===== config.mk =====
export PLATFORM = sky130hd
export DESIGN_NAME = dap_swj_seq
export DESIGN_NICKNAME = d
export VERILOG_FILES = /design/src/rtl/dap_swj_seq_pkg.sv /design/src/rtl/dap_swj_clkgen.sv /design/src/rtl/dap_swj_seq.sv
export SDC_FILE = /design/constraint.sdc
export NUM_CORES = 1
export LEC_CHECK = 0
export ABC_AREA = 1
export BUFFER_PORTS_ARGS = -buffer_cell sky130_fd_sc_hd__buf_2
export CAP_MARGIN = 20
export CORE_MARGIN = 2
export CORE_UTILIZATION = 45
export CTS_CLUSTER_SIZE = 10
export DETAILED_ROUTE_END_ITERATION = 6
export GPL_ROUTABILITY_DRIVEN = 0
export PLACE_DENSITY = 0.71
export SYNTH_ARGS = -nofsm -noshare
export SYNTH_HDL_FRONTEND = slang
export SYNTH_SLANG_ARGS = --single-unit
export TNS_END_PERCENT = 100

===== constraint.sdc =====
create_clock -name clk -period 2 [get_ports clk]
set_input_delay 0.3 -clock clk [delete_from_list [all_inputs] [get_ports clk]]
set_output_delay 0.3 -clock clk [all_outputs]
set_load 0.05 [all_outputs]

===== src/rtl/dap_swj_seq_pkg.sv =====
// Shared DAP command constants, SWJ sequencer state encoding and helpers.
package dap_swj_seq_pkg;

  localparam int unsigned BYTE_W     = 8;
  localparam int unsigned BIT_CNT_W  = 9;
  localparam int unsigned BIT_IDX_W  = 3;
  localparam int unsigned RAM_ADDR_W = 10;

  localparam logic [BYTE_W-1:0]     DAP_CMD_SWJ_SEQUENCE = 8'h12;
  localparam logic [BYTE_W-1:0]     DAP_OK               = 8'h00;
  localparam logic [RAM_ADDR_W-1:0] SWJ_RESP_LEN         = 10'd2;

  typedef enum logic [2:0] {
    S_IDLE     = 3'd0,
    S_GET_CNT  = 3'd1,
    S_GET_DATA = 3'd2,
    S_CLK_LOW  = 3'd3,
    S_CLK_HIGH = 3'd4,
    S_RESP0    = 3'd5,
    S_RESP1    = 3'd6,
    S_DONE     = 3'd7
  } swj_state_t;

  // A request count byte of zero encodes a 256-bit sequence.
  function automatic logic [BIT_CNT_W-1:0] swj_bit_count(input logic [BYTE_W-1:0] b);
    return (b == '0) ? BIT_CNT_W'(256) : BIT_CNT_W'(b);
  endfunction

endpackage


===== src/rtl/dap_swj_clkgen.sv =====
// SWCLK half-period timer: load with the half-period value, tick on the last cycle of the phase.
module dap_swj_clkgen #(
  parameter int unsigned DIV_WIDTH = 16
) (
  input  logic                 clk,
  input  logic                 resetn,
  input  logic                 i_load,
  input  logic [DIV_WIDTH-1:0] i_half,
  output logic                 o_tick_c
);

  logic [DIV_WIDTH-1:0] r_cnt;

  // Count down from the loaded value and park at zero.
  always_ff @(posedge clk or negedge resetn) begin
    if (!resetn) begin
      r_cnt <= '0;
    end else if (i_load) begin
      r_cnt <= i_half;
    end else if (r_cnt != '0) begin
      r_cnt <= r_cnt - DIV_WIDTH'(1);
    end
  end

  assign o_tick_c = (r_cnt == '0);

endmodule


===== src/rtl/dap_swj_seq.sv =====
// DAP_SWJ_Sequence worker: reads count and data bytes, clocks bits out on SWCLK/SWDIO, writes the response.
module dap_swj_seq
  import dap_swj_seq_pkg::*;
#(
  parameter int unsigned DIV_WIDTH = 16
) (
  input  logic                  clk,
  input  logic                  resetn,
  input  logic                  enable,
  input  logic [DIV_WIDTH-1:0]  clk_div,
  input  logic                  start,
  output logic                  done,
  input  logic                  dap_in_tvalid,
  output logic                  dap_in_tready,
  input  logic [BYTE_W-1:0]     dap_in_tdata,
  output logic [RAM_ADDR_W-1:0] ram_write_addr,
  output logic [BYTE_W-1:0]     ram_write_data,
  output logic                  ram_write_en,
  output logic [RAM_ADDR_W-1:0] packet_len,
  output logic                  SWCLK_TCK_O,
  output logic                  SWDIO_TMS_O,
  output logic                  SWDIO_TMS_T
);

  swj_state_t            r_state, w_state_next;
  logic [DIV_WIDTH-1:0]  r_clk_div;
  logic [BIT_CNT_W-1:0]  r_bit_cnt, w_bit_cnt_next;
  logic [BIT_IDX_W-1:0]  r_bit_idx, w_bit_idx_next;
  logic [BYTE_W-1:0]     r_shift, w_shift_next;

  logic                  r_done, w_done_next;
  logic                  r_tready, w_tready_next;
  logic                  r_ram_en, w_ram_en_next;
  logic [RAM_ADDR_W-1:0] r_ram_addr, w_ram_addr_next;
  logic [BYTE_W-1:0]     r_ram_data, w_ram_data_next;
  logic [RAM_ADDR_W-1:0] r_packet_len, w_packet_len_next;
  logic                  r_swclk, w_swclk_next;
  logic                  r_swdio_o, w_swdio_o_next;
  logic                  r_swdio_t, w_swdio_t_next;

  logic                  w_start_ok;
  logic                  w_xfer;
  logic                  w_tick;
  logic                  w_load;

  assign w_start_ok = (r_state == S_IDLE) && start && enable;
  assign w_xfer     = dap_in_tvalid && r_tready;

  dap_swj_clkgen #(.DIV_WIDTH(DIV_WIDTH)) u_clkgen (
    .clk      (clk),
    .resetn   (resetn),
    .i_load   (w_load),
    .i_half   (r_clk_div),
    .o_tick_c (w_tick)
  );

  // State register.
  always_ff @(posedge clk or negedge resetn) begin
    if (!resetn) begin
      r_state <= S_IDLE;
    end else begin
      r_state <= w_state_next;
    end
  end

  // Next state, datapath updates and next values of every registered output.
  always_comb begin
    w_state_next      = r_state;
    w_bit_cnt_next    = r_bit_cnt;
    w_bit_idx_next    = r_bit_idx;
    w_shift_next      = r_shift;
    w_done_next       = 1'b0;
    w_tready_next     = 1'b0;
    w_ram_en_next     = 1'b0;
    w_ram_addr_next   = r_ram_addr;
    w_ram_data_next   = r_ram_data;
    w_packet_len_next = r_packet_len;
    w_swclk_next      = r_swclk;
    w_swdio_o_next    = r_swdio_o;
    w_swdio_t_next    = r_swdio_t;
    w_load            = 1'b0;

    case (r_state)
      S_IDLE: begin
        if (w_start_ok) begin
          w_state_next   = S_GET_CNT;
          w_bit_cnt_next = '0;
          w_bit_idx_next = '0;
          w_shift_next   = '0;
        end
      end
      S_GET_CNT: begin
        if (w_xfer) begin
          w_bit_cnt_next = swj_bit_count(dap_in_tdata);
          w_state_next   = S_GET_DATA;
        end
      end
      S_GET_DATA: begin
        if (w_xfer) begin
          w_shift_next   = dap_in_tdata;
          w_bit_idx_next = '0;
          w_state_next   = S_CLK_LOW;
        end
      end
      S_CLK_LOW: begin
        if (w_tick) begin
          w_state_next = S_CLK_HIGH;
        end
      end
      S_CLK_HIGH: begin
        if (w_tick) begin
          w_shift_next   = r_shift >> 1;
          w_bit_idx_next = r_bit_idx + BIT_IDX_W'(1);
          w_bit_cnt_next = r_bit_cnt - BIT_CNT_W'(1);
          if (r_bit_cnt == BIT_CNT_W'(1)) begin
            w_state_next = S_RESP0;
          end else if (r_bit_idx == BIT_IDX_W'(7)) begin
            w_state_next = S_GET_DATA;
          end else begin
            w_state_next = S_CLK_LOW;
          end
        end
      end
      S_RESP0: w_state_next = S_RESP1;
      S_RESP1: w_state_next = S_DONE;
      S_DONE:  w_state_next = S_IDLE;
      default: w_state_next = S_IDLE;
    endcase

    // Losing enable abandons the sequence from any busy state.
    if (!enable && (r_state != S_IDLE)) begin
      w_state_next = S_IDLE;
    end

    // Outputs are registered from the next state so they line up with the state register.
    w_tready_next = (w_state_next == S_GET_CNT) || (w_state_next == S_GET_DATA);
    w_done_next   = (w_state_next == S_DONE);
    w_load        = ((w_state_next == S_CLK_LOW) || (w_state_next == S_CLK_HIGH)) &&
                    (w_state_next != r_state);

    case (w_state_next)
      S_RESP0: begin
        w_ram_en_next   = 1'b1;
        w_ram_addr_next = RAM_ADDR_W'(0);
        w_ram_data_next = DAP_CMD_SWJ_SEQUENCE;
      end
      S_RESP1: begin
        w_ram_en_next   = 1'b1;
        w_ram_addr_next = RAM_ADDR_W'(1);
        w_ram_data_next = DAP_OK;
      end
      default: ;
    endcase

    if (w_start_ok) begin
      w_packet_len_next = '0;
    end else if (w_state_next == S_DONE) begin
      w_packet_len_next = SWJ_RESP_LEN;
    end

    case (w_state_next)
      S_IDLE: begin
        w_swclk_next   = 1'b1;
        w_swdio_o_next = 1'b1;
        w_swdio_t_next = 1'b1;
      end
      S_CLK_LOW: begin
        w_swclk_next   = 1'b0;
        w_swdio_o_next = w_shift_next[0];
        w_swdio_t_next = 1'b0;
      end
      S_CLK_HIGH: begin
        w_swclk_next   = 1'b1;
      end
      default: ;
    endcase
  end

  // Datapath and output registers.
  always_ff @(posedge clk or negedge resetn) begin
    if (!resetn) begin
      r_clk_div    <= '0;
      r_bit_cnt    <= '0;
      r_bit_idx    <= '0;
      r_shift      <= '0;
      r_done       <= 1'b0;
      r_tready     <= 1'b0;
      r_ram_en     <= 1'b0;
      r_ram_addr   <= '0;
      r_ram_data   <= '0;
      r_packet_len <= '0;
      r_swclk      <= 1'b1;
      r_swdio_o    <= 1'b1;
      r_swdio_t    <= 1'b1;
    end else begin
      if (w_start_ok) begin
        r_clk_div <= clk_div;
      end
      r_bit_cnt    <= w_bit_cnt_next;
      r_bit_idx    <= w_bit_idx_next;
      r_shift      <= w_shift_next;
      r_done       <= w_done_next;
      r_tready     <= w_tready_next;
      r_ram_en     <= w_ram_en_next;
      r_ram_addr   <= w_ram_addr_next;
      r_ram_data   <= w_ram_data_next;
      r_packet_len <= w_packet_len_next;
      r_swclk      <= w_swclk_next;
      r_swdio_o    <= w_swdio_o_next;
      r_swdio_t    <= w_swdio_t_next;
    end
  end

  assign done           = r_done;
  assign dap_in_tready  = r_tready;
  assign ram_write_en   = r_ram_en;
  assign ram_write_addr = r_ram_addr;
  assign ram_write_data = r_ram_data;
  assign packet_len     = r_packet_len;
  assign SWCLK_TCK_O    = r_swclk;
  assign SWDIO_TMS_O    = r_swdio_o;
  assign SWDIO_TMS_T    = r_swdio_t;

endmodule

* Word level (Yosys, flattened, before mapping) *
Index checks and enable logic that the tools add are counted.

operators by class
  add/sub/neg operators = 3
  equal/unequal tests = 21
  mux-type cells = 32
  reductions and logical operators = 25

operator list
  operator                                                              count
  9-bit 2-to-1 mux                                                      4
  16-bit 2-to-1 mux                                                     2
  3-bit 2-to-1 mux                                                      10
  3-bit == test, second input constant                                  9
  9-bit case mux with 3 select lines                                    1
  8-bit 2-to-1 mux                                                      3
  3-bit case mux with 8 select lines                                    1
  8-bit case mux with 3 select lines                                    1
  10-bit 2-to-1 mux                                                     2
  10-bit case mux with 2 select lines                                   1
  16-bit logical NOT                                                    1
  8-bit case mux with 2 select lines                                    1
  16-bit nonzero test                                                   1
  16-bit by 1-bit subtractor with 16-bit output, second input constant  1
  3-bit by 2-bit == test with 1-bit output, second input constant       4
  2-bit nonzero test                                                    5
  9-bit by 1-bit == test with 1-bit output, second input constant       1
  3-bit case mux with 3 select lines                                    1
  3-bit nonzero test                                                    3
  9-bit by 1-bit subtractor with 9-bit output, second input constant    1
  8-bit logical NOT                                                     1
  4-bit AND reduction                                                   2
  3-bit by 1-bit == test with 1-bit output, second input constant       2
  3-bit logical NOT                                                     2
  other kinds (10)                                                      21

storage, ports and cells
  bits in registers = 89
  output and inout port bits = 34

* Longest topological paths before layout *
Gate-level depths: netlist of run 1.

  depth after elaboration = 10
  mapped depth = 18

* By module *
A second synthesis of run 1 with hierarchy kept.

unflattened totals
  cells, all modules = 510
  area total of the unflattened synthesis = 3920.0 um2

by module, submodules not included
  module          times used  cells an instance  area an instance (um2)  seq. area each (um2)
  dap_swj_seq     1           343                2735.1                  1204.9
  dap_swj_clkgen  1           167                1184.9                  400.4

* Least setup slack after synthesis of run 1 *
No wires, ideal clock.

  path type = reg-to-reg
  start point = register u_clkgen.r_cnt[0]
  end point = register u_clkgen.r_cnt[5]
  setup time = 0.117 ns
  arrival time = 1.941 ns
  required time = 1.883 ns
  path slack = -0.058 ns
  stages on the path, launching flop included = 17
  path buffers = 1
  clock period less this slack = 2.058 ns
  cell sequence = dfrtp_1 inv_1 ha_1 nand3_1 nor2_2 nand2_4 nor2_8 nand2_4 nand2_2 nand3_1 nand2_1 nand3_2 nand2_8 inv_8 buf_12 nand2_2 nand2_2

on the way
  cells in the longest elaborated chain, start to end = 8
  elaborated cells between the ends (all ways) = 15
  classes of those cells = add/sub (1); eq/ne (3); mux (6); reduce/logical (5)

RTL lines
  item                                                                              line                                    text
  from (decl)                                                                       dap_swj_clkgen.sv:12                    logic [DIV_WIDTH-1:0] r_cnt;
  from (signal assigned)                                                            dap_swj_clkgen.sv:19                    r_cnt <= i_half;
  from (signal assigned)                                                            dap_swj_clkgen.sv:21                    r_cnt <= r_cnt - DIV_WIDTH'(1);
  16-bit logical NOT                                                                dap_swj_clkgen.sv:25                    assign o_tick_c = (r_cnt == '0);
  3-bit 2-to-1 mux, on equally long branches                                        dap_swj_seq.sv:111, dap_swj_seq.sv:106
  3-bit case mux with 8 select lines                                                dap_swj_seq.sv:83                       case (r_state)
  3-bit 2-to-1 mux                                                                  dap_swj_seq.sv:131                      if (!enable && (r_state != S_IDLE)) begin
  3-bit by 2-bit == test with 1-bit output / 3-bit == test (equally long branches)  dap_swj_seq.sv:138                      w_load = ((w_state_next == S_CLK_LOW) || (w_state_next == S_CLK_HIGH)) &&
  1-bit logical OR                                                                  dap_swj_seq.sv:138
  1-bit logical AND                                                                 dap_swj_seq.sv:138
  16-bit 2-to-1 mux / 2-bit nonzero test (equally long branches)                    -

Parallel ways exist; a longest one is shown, timed or not. The select of a mux whose other input is x is not followed.
A chain may end at the register's enable or synchronous reset.

* Worst setup path in the final report of run 1 *
  start point = register u_clkgen.r_cnt[0]
  end point = register u_clkgen.r_cnt[3]

The elaborated chain is that of the path after synthesis.

==> results of run 1 <==
## routing by layer
metal,wire (µm),track usage (%)
met3,327,3.874
met4,191,9.167
met5,0,0
met1,3692,26.16
met2,4043,32.92
## power breakdown
group / leakage [µW] / switching (µW) / internal, µW
Clock: 0.000102 / 545 / 613
Sequential: 0.000818 / 354 / 1780
Combinational: 0.00157 / 2100 / 1280
## worst register-to-register path: stages (launching register included)
cell	delay, ps
dfrtp_1	400
inv_2	90
ha_4	150
nand2_2	50
nor2_1	80
nand2_1	90
nor2_4	130
nand3_1	90
nand2_2	100
nand2_4	80
nand2_1	70
nand2_1	60
inv_2	60
nand3_4	150
nand2_8	170
inv_8	60
nand2_2	50
nand2_1	40
## final cells by class
| class | count | area, µm² | share of cell area, % |
|---|---|---|---|
| multi-input combinational | 349 | 1942 | 41.54 |
| sequential | 64 | 1609 | 34.42 |
| timing repair buffer | 79 | 524.3 | 11.22 |
| inverter | 59 | 242.7 | 5.193 |
| clock buffer | 10 | 137.6 | 2.944 |
| tap | 105 | 131.4 | 2.810 |
| clock inverter | 6 | 68.82 | 1.472 |
| timing repair inverter | 2 | 18.77 | 0.4015 |
## synth_stat cells, types with 4 or more instances
| master | number |
|---|---|
| nor2_1 | 32 |
| nor2_2 | 6 |
| inv_2 | 5 |
| nand2_1 | 141 |
| ha_1 | 6 |
| xor2_1 | 9 |
| nor3_1 | 7 |
| nand2_4 | 4 |
| o211ai_1 | 4 |
| a21oi_1 | 9 |
| buf_4 | 25 |
| inv_1 | 52 |
| dfrtp_1 | 61 |
| nand2_2 | 18 |
| o22ai_1 | 8 |
| nand3_1 | 28 |
| o21ai_0 | 24 |
## how the worst max path moves through the flow
stage / slack [ps] / to / from
6_report: -40 / u_clkgen.r_cnt[3]$_DFFE_PN0P_ / u_clkgen.r_cnt[0]$_DFFE_PN0P_
5_1_grt: -190 / u_clkgen.r_cnt[13]$_DFFE_PN0P_ / u_clkgen.r_cnt[1]$_DFFE_PN0P_
4_1_cts: -30 / u_clkgen.r_cnt[13]$_DFFE_PN0P_ / u_clkgen.r_cnt[0]$_DFFE_PN0P_
3_5_place_dp: -90 / u_clkgen.r_cnt[13]$_DFFE_PN0P_ / u_clkgen.r_cnt[1]$_DFFE_PN0P_
3_3_place_gp: 9 / u_clkgen.r_cnt[7]$_DFFE_PN0P_ / u_clkgen.r_cnt[1]$_DFFE_PN0P_
2_1_floorplan: 3 / u_clkgen.r_cnt[7]$_DFFE_PN0P_ / u_clkgen.r_cnt[0]$_DFFE_PN0P_
## through the flow
| stage | setup TNS (ps) | std cells | utilization [%] | hold slack (ps) | setup WS [ps] |
|---|---|---|---|---|---|
| floorplan | 0 | 502 | - | 4.409 | 3.025 |
| global placement | 0 | 644 | 51.50 | 334.7 | 9.447 |
| detailed placement | -1067 | 644 | 51.50 | 342.3 | -94.77 |
| CTS | -387.4 | 672 | 56.01 | 125.4 | -32.83 |
| global route | -2976 | 674 | 57.18 | 130.6 | -186.0 |
| finish | -477.6 | 674 | 57.18 | 132.2 | -43.24 |
## sequential cells by signal (all words and copies together) (netlist names)
name            count
ram_write_addr      1
done                1
r_bit_idx           3
ram_write_en        1
SWCLK_TCK_O         1
SWDIO_TMS_O         1
packet_len          1
r_state             3
r_bit_cnt           9
ram_write_data      1
r_shift             8
dap_in_tready       1
SWDIO_TMS_T         1
r_clk_div          16
u_clkgen.r_cnt     16
## repair_timing
item                                    4_1_cts  5_1_grt
setup buffers                                 8        1
hold buffers                                  1        0
endpoints found under the setup margin       16       40
pin swaps                                    20       12
resized for setup                            16       25
gates cloned                                  3        1
hold endpoints to repair                     61        0
## logic make-up after synthesis
group / Yosys count / synth area share [%]
adder cells (fa/ha/maj): 6 / 1.996
AO/OA/AOI/OAI: 55 / 8.983
flip-flops: 64 / 42.68
buffers and inverters: 91 / 12.61
XOR/XNOR: 9 / 2.096
AND/OR/NAND/NOR: 253 / 31.54
other: 1 / 0.09970
==> impl_metrics.ini, run 1 <==
[placement]
post-dp-hpwl_um = 5981
port_buffers = 38
placed_cell_area_um2 = 4210

[route]
vias_per_cell = 4.855
drt_iter0_drc = 142
wl_um = 8254
drcViolationCount = 0
via_count = 3272
postRouteAntennaNets = 0
wl_per_cell_um = 12.25
drtPass1Iterations = 4

[final_layout]
fillers = 713
design_area_um2 = 4674
area_delta_synth_final_pct = 24.28
layout_commonest_cell = nand2_1
drive_above_1_share_pct = 32.34
nets = 599
final_cell_mix = nand2_1 (130), dfrtp_1 (58), inv_1 (47)
antenna_cells = 0

[critical_path]
path_common_cell = nand2_1
crit_cells = 17
critical_path_class = flip-flop to flip-flop
crit_chain = inv_2, ha_4, nand2_2, nor2_1, nand2_1, nor2_4, nand3_1, nand2_2, nand2_4, nand2_1, nand2_1, inv_2, nand3_4, nand2_8, inv_8, nand2_2, nand2_1
rr_startpoint = u_clkgen.r_cnt[0]$_DFFE_PN0P_
reg2reg_depth = 17
r2r_end = u_clkgen.r_cnt[3]$_DFFE_PN0P_
crit_family = simple AND/OR/NAND/NOR gates
cp.required_ps = 2240
cp_slowest_cell = dfrtp_1
critPathLaunchType = flip-flop
r2r_slack_ps = -40
cp-end-kind = flip-flop
crit_fanout = 7
path_buf_inv = 3
critPathArrivalTime_ps = 2290
crit_path_max_incr_delay_ps = 400

[timing]
fin_ws_ps = -43.24
rsz0062_at_grt = yes
period_share_pct = 102.2
finClkSkew_ps = 15.94
hold_viol = 0
fmaxAchievable_mhz = 489.4
drv_slew = 0
setup_viol_count_final = 14
fin_crit_ps = 2043

[die]
die_width_um = 95.42
die-height_um = 95.42
start_util_pct = 46.01
die_area_um2 = 9105
io_pins = 63
core_area_um2 = 8175
fp-row-count = 33

[pwr]
power_leakage_uw = 0.002491
total_power_uw = 6674
vdd_drop_max_mv = 0.7393
p_per_area_nw_per_um2 = 1428

[flow_run]
drv_cap = 0

[yosys]
synth_top_cell_by_area = dfrtp_1
synth_area_um2 = 3761
yosys.cell_types.count = 45
synth_seq_area_share_pct = 42.68
ys_warn_count = 0
synth_edf_count = 0
avgSynthCellArea_um2 = 7.852
synth-seq-cells = 64
synth_top_flop_cell = dfrtp_1
synthArstFlopShare_pct = 100.0
synth_area_leaders = dfrtp_1 (41%), nand2_1 (14%), inv_1 (5.2%), buf_4 (5.0%), nand3_1 (3.7%)
synth_top_area_share_pct = 40.59
synth_cells = 479

[grt]
grt_pass1_vias = 3121
grt_pass1_wl_um = 14260
grt_max_degree = 65
grt.overflow.total = 0
antenna_found_initial = 0
grt_usage_pct = 20.23

[clock_network]
clk_pin_slew_ps = 80
cts.path.max_buffers = 2
cts-root-buf = clkbuf_8
htree_levels = 3
cts_tree = built
numCtsBuffers = 9
cts.sinks = 64
clkLatencyLatePin_ps = 350

[worst_hold_path]
holdPathStages = 3
hold_class = primary input to flip-flop
whs_endpoint = r_clk_div[10]$_DFFE_PN0P_
hp-start = clk_div[10]

[run_status]
status = complete, but fails checks
failed_checks = negative setup slack
Power figures use the tool's default switching activity.
==> inputs of run 2 (changes only) <==
--- a/config.mk
+++ b/config.mk
@@ -14,6 +14,7 @@
 export DETAILED_ROUTE_END_ITERATION = 6
 export GPL_ROUTABILITY_DRIVEN = 0
 export PLACE_DENSITY = 0.71
+export SKIP_LAST_GASP = 1
 export SYNTH_ARGS = -nofsm -noshare
 export SYNTH_HDL_FRONTEND = slang
 export SYNTH_SLANG_ARGS = --single-unit
==> impl_metrics.ini, run 2 (synthesis gave the netlist of run 1 again) <==
[run_status]
status = complete, but fails checks
failed_checks = negative setup slack

[critical_path]
crit_fanout = 7
cp.required_ps = 2240
critPathArrivalTime_ps = 2290
reg2reg_depth = 17
cp-end-kind = flip-flop
r2r_slack_ps = -40
rr_startpoint = u_clkgen.r_cnt[0]$_DFFE_PN0P_
critPathLaunchType = flip-flop
r2r_end = u_clkgen.r_cnt[3]$_DFFE_PN0P_
critical_path_class = flip-flop to flip-flop

[final_layout]
final_cell_mix = nand2_1 (130), dfrtp_1 (58), inv_1 (47)
largestRegisters = r_clk_div x16, u_clkgen.r_cnt x16, r_bit_cnt x9
design_area_um2 = 4669
fillers = 716
area_delta_synth_final_pct = 24.15
multi_input_area_um2 = 1937
instances_no_fill = 674
layout_commonest_cell = nand2_1
antenna_cells = 0
drive_above_1_share_pct = 32.16
regArea_um2 = 1609
nets = 599

[route]
wl_per_cell_um = 12.25
drtPass1Iterations = 4
wl_um = 8258
drcViolationCount = 0
vias_per_cell = 4.850
via_count = 3269
drt_iter0_drc = 155
postRouteAntennaNets = 0

[timing]
finClkSkew_ps = 15.94
holdWs_ps = 131.7
fmaxAchievable_mhz = 489.1
period_share_pct = 102.2
setup_viol_count_final = 14
fin_crit_ps = 2045
fin_ws_ps = -44.53
drv_slew = 0
rsz0062_at_grt = yes
hold_viol = 0

[worst_hold_path]
holdPathStages = 3
whs_endpoint = r_clk_div[10]$_DFFE_PN0P_
hp-start = clk_div[10]
hold_class = primary input to flip-flop

[placement]
port_buffers = 38
dp_cells = 644
placed_cell_area_um2 = 4210
post-dp-hpwl_um = 5981

[die]
die_width_um = 95.42
start_util_pct = 46.01
fp-row-count = 33
die_area_um2 = 9105
die-height_um = 95.42
core_area_um2 = 8175
io_pins = 63

[grt]
grt.overflow.total = 0
grt_pass1_wl_um = 14260
grt_max_degree = 65
grt_usage_pct = 20.23
grt_pass1_vias = 3121
antenna_found_initial = 0

[pwr]
vdd_drop_max_mv = 0.7393
switchingPower_uw = 3000
pwr-share-seq_pct = 32.0
power_leakage_uw = 0.002484
clkPwrFrac_pct = 17.3
p_per_area_nw_per_um2 = 1429
p_int_uw = 3673
switching_share_pct = 44.96
comb_power_share_pct = 50.6

[clock_network]
clkLatencyLatePin_ps = 360
cts.sinks = 64
cts_tree = built
numCtsBuffers = 9
clk_pin_slew_ps = 80
cts.path.max_buffers = 2
htree_levels = 3
cts-root-buf = clkbuf_8

[flow_run]
drv_cap = 0
run 2: changes by cell type in the layout (fill, tap and decap cells not counted):
cell,previous run,this run
nand3_1,23,24
nand3_2,4,3
run 2: worst max-delay path: stages (launching register included):
cell	delay (ps)
dfrtp_1	400
inv_2	90
ha_4	150
nand2_2	50
nor2_1	80
nand2_1	90
nor2_4	130
nand3_1	90
nand2_2	100
nand2_4	80
nand2_1	70
nand2_1	60
inv_2	60
nand3_4	150
nand2_8	170
inv_8	60
nand2_2	50
nand2_1	40
run 2: stage by stage:
step | total power (µW) | util, % | setup slack (ps) | setup TNS, ps
global route | 7214 | 57.12 | -186.0 | -3005
global placement | 4998 | 51.50 | 9.447 | 0
CTS | 6526 | 56.01 | -32.83 | -387.4
finish | 6672 | 57.12 | -44.53 | -495.5
detailed placement | 5089 | 51.50 | -94.77 | -1067
floorplan | 4293 | - | 3.025 | 0
run 2: power groups by stage:
stage / Combinational (µW) / Sequential, µW / Clock, µW
after global placement: 2880 / 2110 / 0
after global routing: 3790 / 2190 / 1240
after detailed placement: 2960 / 2130 / 0
final: 3380 / 2140 / 1160
after floorplan: 2130 / 2160 / 0
after CTS: 3230 / 2120 / 1170
run 2: repair_timing:
action	in CTS	in global routing
pin swaps	20	12
resized for setup	16	24
hold buffers	1	0
endpoints found under the setup margin	16	40
cloned	3	1
hold endpoints to repair	61	0
setup buffers	8	1
run 2: worst max-delay path by stage:
stage	from	endpoint	slack [ps]	cells past startpoint
2_1_floorplan	u_clkgen.r_cnt[0]$_DFFE_PN0P_	u_clkgen.r_cnt[7]$_DFFE_PN0P_	3	16
3_5_place_dp	u_clkgen.r_cnt[1]$_DFFE_PN0P_	u_clkgen.r_cnt[13]$_DFFE_PN0P_	-90	17
6_report	u_clkgen.r_cnt[0]$_DFFE_PN0P_	u_clkgen.r_cnt[3]$_DFFE_PN0P_	-40	17
4_1_cts	u_clkgen.r_cnt[0]$_DFFE_PN0P_	u_clkgen.r_cnt[13]$_DFFE_PN0P_	-30	17
3_3_place_gp	u_clkgen.r_cnt[1]$_DFFE_PN0P_	u_clkgen.r_cnt[7]$_DFFE_PN0P_	9	17
5_1_grt	u_clkgen.r_cnt[1]$_DFFE_PN0P_	u_clkgen.r_cnt[13]$_DFFE_PN0P_	-190	17
run 2: layout make-up:
cell class	count	area share, %
Inverter	59	5.198
Timing Repair inverter	2	0.4019
Sequential cell	64	34.46
Clock inverter	6	1.474
Tap cell	105	2.814
Multi-Input combinational cell	349	41.48
Clock buffer	10	2.947
Timing Repair Buffer	79	11.23
run 2: layer usage:
layer  wire, µm  GRT usage, %  up-vias
met5          0             0        -
met4        191         9.167        0
met3        302         3.874       18
met2       4038         32.92       79
met1       3726         26.16     1527
li1           -             -     1645
